--- config.mk ---
export PLATFORM = sky130hd
export DESIGN_NAME = mcs6530_bus_master
export DESIGN_NICKNAME = d
export VERILOG_FILES = /design/src/rtl/mcs6530_bus_master.sv
export SDC_FILE = /design/constraint.sdc
export NUM_CORES = 1
export LEC_CHECK = 0
export CORE_UTILIZATION = 54
export DETAILED_ROUTE_END_ITERATION = 10
export PLACE_DENSITY = 0.79
export SETUP_SLACK_MARGIN = 0.1
export SYNTH_ARGS = -nofsm -noshare
export SYNTH_HDL_FRONTEND = slang
export SYNTH_SLANG_ARGS = --single-unit
--- constraint.sdc ---
create_clock -name phi2 -period 4.38 [get_ports phi2]
set_input_delay 1.095 -clock phi2 [delete_from_list [all_inputs] [get_ports phi2]]
set_output_delay 1.095 -clock phi2 [all_outputs]
set_load 0.02 [all_outputs]
--- src/rtl/mcs6530_bus_master.sv ---
// Host-side bus-cycle sequencer for the mcs6530: queues read/write requests and replays
// each one as a two-phase (SETUP, ACCESS) 6502-style bus cycle, returning read data.
module mcs6530_bus_master #(
    parameter int FIFO_DEPTH = 4,
    parameter bit CS1_ACTIVE = 1'b1,
    parameter bit CS2_ACTIVE = 1'b0
) (
    input  logic       phi2,
    input  logic       rst_n,
    input  logic       req_valid,
    output logic       req_ready,
    input  logic       req_we,
    input  logic       req_rs0,
    input  logic [9:0] req_addr,
    input  logic [7:0] req_wdata,
    output logic       rsp_valid,
    input  logic       rsp_ready,
    output logic [7:0] rsp_rdata,
    output logic       rsp_err,
    output logic [9:0] bus_addr,
    output logic       bus_rs0,
    output logic       bus_we_n,
    output logic [7:0] bus_dout,
    output logic       bus_cs1,
    output logic       bus_cs2,
    input  logic [7:0] bus_din,
    input  logic       bus_oe,
    output logic       busy
);
    localparam int PW = $clog2(FIFO_DEPTH);

    typedef enum logic [1:0] {S_IDLE, S_SETUP, S_ACCESS, S_RESP} state_t;

    typedef struct packed {
        logic       we;
        logic       rs0;
        logic [9:0] addr;
        logic [7:0] wdata;
    } req_t;

    req_t        fifo_mem [FIFO_DEPTH];
    logic [PW:0] wr_ptr_q, wr_ptr_d, rd_ptr_q, rd_ptr_d;
    logic [PW:0] count;
    logic        fifo_empty, fifo_full, push, pop, bus_active;
    req_t        head;

    state_t      state_q, state_d;
    logic [9:0]  addr_q, addr_d;
    logic        rs0_q, rs0_d;
    logic        txn_we_q, txn_we_d;
    logic [7:0]  dout_q, dout_d;
    logic [7:0]  rdata_q, rdata_d;
    logic        err_q, err_d;

    // Occupancy comes from registered pointers only, so a pop in the same cycle never frees a slot early.
    assign count      = wr_ptr_q - rd_ptr_q;
    assign fifo_empty = (count == '0);
    assign fifo_full  = (count == (PW+1)'(FIFO_DEPTH));
    assign req_ready  = !fifo_full;
    assign push       = req_valid && !fifo_full;
    assign head       = fifo_mem[rd_ptr_q[PW-1:0]];

    always_ff @(posedge phi2) begin
        if (push) begin
            fifo_mem[wr_ptr_q[PW-1:0]] <= {req_we, req_rs0, req_addr, req_wdata};
        end
    end

    always_ff @(posedge phi2 or negedge rst_n) begin
        if (!rst_n) begin
            state_q <= S_IDLE;
        end else begin
            state_q <= state_d;
        end
    end

    always_comb begin
        state_d = state_q;
        case (state_q)
            S_IDLE:   if (!fifo_empty) state_d = S_SETUP;
            S_SETUP:  state_d = S_ACCESS;
            S_ACCESS: begin
                if (!txn_we_q)        state_d = S_RESP;
                else if (!fifo_empty) state_d = S_SETUP;
                else                  state_d = S_IDLE;
            end
            S_RESP:   if (rsp_ready) state_d = fifo_empty ? S_IDLE : S_SETUP;
            default:  state_d = S_IDLE;
        endcase
    end

    // SETUP is only ever entered by taking the FIFO head, so entering it is the pop.
    always_comb begin
        pop        = (state_d == S_SETUP);
        bus_active = (state_q == S_SETUP) || (state_q == S_ACCESS);
        rsp_valid  = (state_q == S_RESP);
        busy       = !fifo_empty || (state_q != S_IDLE);
    end

    always_comb begin
        wr_ptr_d = wr_ptr_q + (PW+1)'(push);
        rd_ptr_d = rd_ptr_q + (PW+1)'(pop);
        addr_d   = addr_q;
        rs0_d    = rs0_q;
        txn_we_d = txn_we_q;
        dout_d   = dout_q;
        rdata_d  = rdata_q;
        err_d    = err_q;
        if (pop) begin
            addr_d   = head.addr;
            rs0_d    = head.rs0;
            txn_we_d = head.we;
            if (head.we) dout_d = head.wdata;
        end
        if ((state_q == S_ACCESS) && !txn_we_q) begin
            rdata_d = bus_oe ? bus_din : 8'hFF;
            err_d   = !bus_oe;
        end
    end

    always_ff @(posedge phi2 or negedge rst_n) begin
        if (!rst_n) begin
            wr_ptr_q <= '0;
            rd_ptr_q <= '0;
            addr_q   <= '0;
            rs0_q    <= 1'b0;
            txn_we_q <= 1'b0;
            dout_q   <= '0;
            rdata_q  <= '0;
            err_q    <= 1'b0;
        end else begin
            wr_ptr_q <= wr_ptr_d;
            rd_ptr_q <= rd_ptr_d;
            addr_q   <= addr_d;
            rs0_q    <= rs0_d;
            txn_we_q <= txn_we_d;
            dout_q   <= dout_d;
            rdata_q  <= rdata_d;
            err_q    <= err_d;
        end
    end

    assign bus_addr  = addr_q;
    assign bus_rs0   = rs0_q;
    assign bus_dout  = dout_q;
    assign bus_we_n  = !(bus_active && txn_we_q);
    assign bus_cs1   = bus_active ? CS1_ACTIVE : !CS1_ACTIVE;
    assign bus_cs2   = bus_active ? CS2_ACTIVE : !CS2_ACTIVE;
    assign rsp_rdata = rdata_q;
    assign rsp_err   = err_q;

endmodule
# Word-level counts from Yosys, hierarchy flattened
# Memories as Yosys holds them, arrays and structs flattened.
# Cells that the tools add are included.
[word_totals]
reg_bits = 37
mem_bits_rw = 80
input_bits = 33
out_inout_bits = 34
wordCells = 42
n_memories = 1
[classes]
add_sub_neg = 3
n_eq_ne = 5
muxes = 10
reduce_logical = 14
[mem_list]
columns = ["memory", "words", "word_bits", "rd", "rd_ports_with_merged_regs", "wr", "line", "rtl"]
rows = [
  ["fifo_mem", 4, 20, 1, 0, 1, "41", "req_t fifo_mem [FIFO_DEPTH];"],
]
[op_table]
columns = ["operator", "count"]
rows = [
  ["8-bit 2-to-1 mux", 1],
  ["2-bit case mux with 4 select lines", 1],
  ["3-bit by 1-bit adder with 3-bit output", 2],
  ["2-bit 2-to-1 mux", 3],
  ["1-bit zero test", 5],
  ["1-bit 2-to-1 mux", 5],
  ["2-bit by 1-bit == test with 1-bit output (second input constant)", 2],
  ["2-bit == test (second input constant)", 2],
  ["3-bit == test (second input constant)", 1],
  ["1-bit logical AND", 3],
  ["3-bit zero test", 1],
  ["3-bit subtractor", 1],
  ["2-bit zero test", 1],
  ["1-bit logical OR", 2],
  ["2-bit AND reduction", 1],
  ["2-bit nonzero test", 1],
]

# Depth between registers and ports, before layout
[logic_depth]
word_depth = 7
ltp_mapped = 11
ltp_nobuf = 10

# Worst setup path after synthesis
# Ideal clock, no wire load.
[synth_path]
path_kind = "register to register"
from = "register rd_ptr_q[1]"
to = "memory fifo_mem[0][0] (netlist bit) (enable)"
arrival_ps = 2921
t_required_ps = 3958
slack_ps = 1037
stages_incl_launch_ff = 9
n_path_buf = 1
period_less_slack_ps = 3343
path_cell_list = "dfrtp_1 clkbuf_1 inv_1 ha_1 nor2b_1 xnor2_1 nand3_1 nand2_1 nor3_1"
[synth_via]
elab_chain_cells = 6
[synth_lines]
columns = ["item", "line", "rtl"]
rows = [
  ["start, declared", "42", "logic [PW:0] wr_ptr_q, wr_ptr_d, rd_ptr_q, rd_ptr_d;"],
  ["start signal, assigned", "133", "rd_ptr_q <= rd_ptr_d;"],
  ["3-bit subtractor", "56", "assign count = wr_ptr_q - rd_ptr_q;"],
  ["3-bit == test", "58", "assign fifo_full = (count == (PW+1)'(FIFO_DEPTH));"],
  ["1-bit zero test", "n/a", ""],
  ["named net req_ready", "11", "output logic req_ready,"],
  ["1-bit logical AND", "60", "assign push = req_valid && !fifo_full;"],
  ["1-bit 2-to-1 mux", "64", "if (push) begin"],
  ["1-bit 2-to-1 mux (not written as such)", "65", "fifo_mem[wr_ptr_q[PW-1:0]] <= {req_we, req_rs0, req_addr, req_wdata};"],
  ["end, declared", "41", ""],
]
# The timed path passes the listed nets, and every way through them passes these cells.

# Worst setup path after layout
[layout_path]
from = "register wr_ptr_q[0]"
to = "output port busy"
[layout_via]
elab_chain_cells = 4
[layout_lines]
columns = ["item", "line", "rtl"]
rows = [
  ["start, declared", "42", ""],
  ["start signal, assigned", "132", "wr_ptr_q <= wr_ptr_d;"],
  ["3-bit subtractor", "56", ""],
  ["3-bit zero test", "57", "assign fifo_empty = (count == '0);"],
  ["1-bit zero test", "97", "busy = !fifo_empty || (state_q != S_IDLE);"],
  ["1-bit logical OR", "97", ""],
  ["end, declared", "28", "output logic busy"],
]
# Every way passes these cells.

==> results.py <==
metrics = {
    "power": {
        "sw_frac_of_total_pct": 32.5,
        "p_sw_mw": 1.61,
        "vdd_ir_drop_max_v": 0.000437,
        "pwr-share-comb_pct": 36.6,
        "p_per_area_mw_per_mm2": 829,
        "p_clk_share_pct": 28.4,
        "p_leak_nw": 2.23,
        "total_power_mw": 4.96,
        "p_int_mw": 3.35,
        "p_seq_share_pct": 35.0,
    },
    "floorplan": {
        "core_area_sq_mm": 0.00818,
        "die_area_sq_mm": 0.00881,
        "rows": 33,
        "start_util_pct": 55.8,
        "dieWidth_um": 93.9,
        "chipHeight_um": 93.9,
        "pin_count": 67,
    },
    "placed_design": {
        "io_buffer_count": 66,
        "place_congestion": 0.750,
        "dp_hpwl_um": 5070,
    },
    "finish": {
        "nets": 371,
        "synthToLayoutAreaGrowth_pct": 31.2,
        "n_antenna_cell": 0,
        "drive_above_1_share_pct": 25.3,
    },
    "drt": {
        "viasPerCell": 5.49,
        "first_pass_iters": 4,
        "via_count": 2441,
        "ant_nets": 0,
        "initialDrtViolationCount": 102,
        "routed_wl_um": 8480,
        "drc": 0,
        "wl_per_cell_um": 19.0,
    },
    "clock_tree": {
        "worstSkewPairLatency_ns": 0.50,
        "cts.sinks": 117,
        "cts-buffers-inserted": 17,
        "cts_hold_buf": 0,
        "htree_num_levels": 4,
        "clk_pin_slew_ns": 0.06,
        "clockBufferDepth": 2,
        "cts_resized": 0,
        "cts_root_buf": "clkbuf_8",
        "cts_tree": "done",
        "post_cts_buffers": 0,
    },
    "sta": {
        "fin_crit_sh_pct": 79.8,
        "rsz0062_at_grt": "no",
        "fin_skew_ns": 0.00703,
        "drv_slew": 0,
        "fmax_mhz": 286,
        "hold_slack_ns": 0.483,
        "setup_violations": 0,
        "tightest_slew_ns": 0.835,
        "slew_headroom_pct": 44.3,
        "fin_crit_ns": 3.50,
        "fin_tns_setup_ns": 0,
        "hold_violations": 0,
    },
    "global_routing": {
        "grt_max_degree": 38,
        "grt_usage_pct": 21.7,
        "grt.overflow.total": 0,
        "antenna_found_initial": 0,
        "grt_pass1_vias": 2626,
        "grt_pass1_wl_um": 13400,
    },
    "setup_path": {
        "worstPathRequired_ns": 3.28,
        "cp-startpoint": "wr_ptr_q[0]",
        "path_cells": "inv_1, ha_1, nor2b_1, xnor2_1, nor2_2, nand2_1, clkdlybuf4s50_1",
        "cp_slowest_cell": "clkdlybuf4s50_1",
        "crit_type": "reg -> out",
        "slowest_delay_ns": 0.54,
        "end_kind": "primary output",
        "reg2reg_from": "state_q[0]",
        "startpoint_type": "register",
        "arrival_ns": 2.40,
        "worstPathMaxFanout": 5,
    },
    "yosys": {
        "synth.distinct_cells": 31,
        "avgSynthCellArea_sq_um": 18.8,
        "ys_seq_area_share_pct": 73.0,
        "syn-cell-area_sq_mm": 0.00456,
        "synthCells": 242,
        "yosysTopAreaCell": "edfxtp_1",
        "synth.area.top_cells": "edfxtp_1 53%, dfrtp_1 20%, mux4_2 9.9%, mux2_2 4.7%, ha_1 3.0%",
        "syn_nets": 286,
        "synth_top_area_share_pct": 52.7,
        "synth_seq_cells": 117,
        "ys_warn_count": 0,
    },
    "flow_run": {
        "cap_violations": 0,
    },
    "hold_path": {
        "hp-class": "reg -> reg",
        "min_from": "rsp_rdata[2]",
    },
    "run_status": {
        "outcome": "finished clean",
    },
}
==> metal layers <==
metal  vias up  wire length (um)  global-route usage (%)  part of all wire (%)
li1       1109                 -                       -                     -
met1      1238              3610                    26.8                    43
met2        85              4330                    36.8                    51
met3         9               432                    5.99                   5.1
met4         0               112                    7.95                   1.3
met5         -                 0                       0                     0
==> placed cells by master (no fill, tap or decap), types with 2 or more instances in the layout <==
cell type,netlist,layout
edfxtp_1,80,80
clkdlybuf4s50_1,0,65
dfrtp_1,37,37
mux4_2,20,20
mux2_2,19,19
clkbuf_16,0,16
nand2_1,13,13
nor2b_1,12,12
o21ai_0,11,11
ha_1,11,11
inv_1,9,9
buf_4,1,7
inv_6,0,6
bufinv_16,0,3
xnor2_1,2,2
xor2_1,2,2
and3_1,2,2
nor3_2,0,2
clkinv_4,0,2
clkinvlp_4,0,2
==> Yosys cell counts <==
cell type and instances:
inv_1 9, a211oi_1 1, o21bai_1 1, ha_1 11, nand3_1 1, edfxtp_1 80, buf_4 1, a21o_1 1
a311oi_4 1, clkbuf_1 3, a31o_2 1, a31oi_1 1, nand3b_1 1, mux4_2 20, nor3_1 2, nor2b_1 12
a31oi_2 1, o21ai_0 11, dfrtp_1 37, xnor2_1 2, or2_2 1, nand2b_1 1, nand2_1 13, nor2_2 1
mux2_2 19, buf_2 3, o211ai_1 1, nor2_1 1, and3_1 2, o21ai_1 1, xor2_1 2
==> flip-flops by register name (all words and copies together) (netlist names) <==
signal	count
bus_addr	10
bus_dout	8
bus_rs0	1
fifo_mem	80
rd_ptr_q	3
rsp_err	1
rsp_rdata	8
state_q	2
txn_we_q	1
wr_ptr_q	3
==> critical path, delay by kind of cell (launching register included) <==
family | cells | cell delay [ns]
xor gates and xnor gates | 1 | 0.14
adders and majority gates | 1 | 0.20
buffers and inverters | 2 | 0.64
DFF | 1 | 0.39
and+or+nand+nor | 3 | 0.53
==> worst paths after layout <==
path | endpoint | slack, ns | depth (start not counted)
hold / removal | rsp_rdata[2] | 0.48 | 2
min in group asynchronous | bus_rs0 | 0.69 | 1
setup reg to reg | bus_addr[8] | 1.48 | 8
setup / recovery | busy | 0.88 | 7
max in group asynchronous | bus_dout[4] | 3.16 | 1
hold reg to reg | rsp_rdata[2] | 0.48 | 2
==> power by group through the flow <==
stage / registers, mW / logic (mW) / clock network (mW)
6_report: 1.74 / 1.82 / 1.41
3_3_place_gp: 1.74 / 1.76 / 0
5_1_grt: 1.77 / 1.95 / 1.48
4_1_cts: 1.74 / 1.83 / 1.42
3_5_place_dp: 1.75 / 1.81 / 0
2_1_floorplan: 1.88 / 1.00 / 0
==> layout make-up <==
type	count	area (sq um)
Clock buffer	17	414
Clock inverter	15	191
Fill cell	493	2200
Inverter	9	33.8
Multi-Input combinational cell	109	1170
Sequential cell	117	3330
Tap cell	105	131
Timing Repair Buffer	73	708
==> metrics by stage <==
step	area, sq um	util (%)	std cells	setup WS, ns
2_1_floorplan	4560	-	242	1.04
3_3_place_gp	5370	65.7	413	1.09
3_5_place_dp	5370	65.7	413	1.03
4_1_cts	5980	73.1	445	0.855
5_1_grt	5980	73.1	445	0.760
6_report	5980	73.1	445	0.883
==> logic make-up after synthesis <==
| family | Yosys count | share of synthesized area [%] |
|---|---|---|
| buffers and inverters | 16 | 1.48 |
| muxes | 39 | 14.6 |
| adders and majority gates | 11 | 3.02 |
| xor gates and xnor gates | 4 | 0.769 |
| and+or+nand+nor | 35 | 3.98 |
| DFF | 117 | 73.0 |
| AOI/OAI and AO/OA | 20 | 3.16 |
Note: power is estimated with default switching activity, not from simulation.
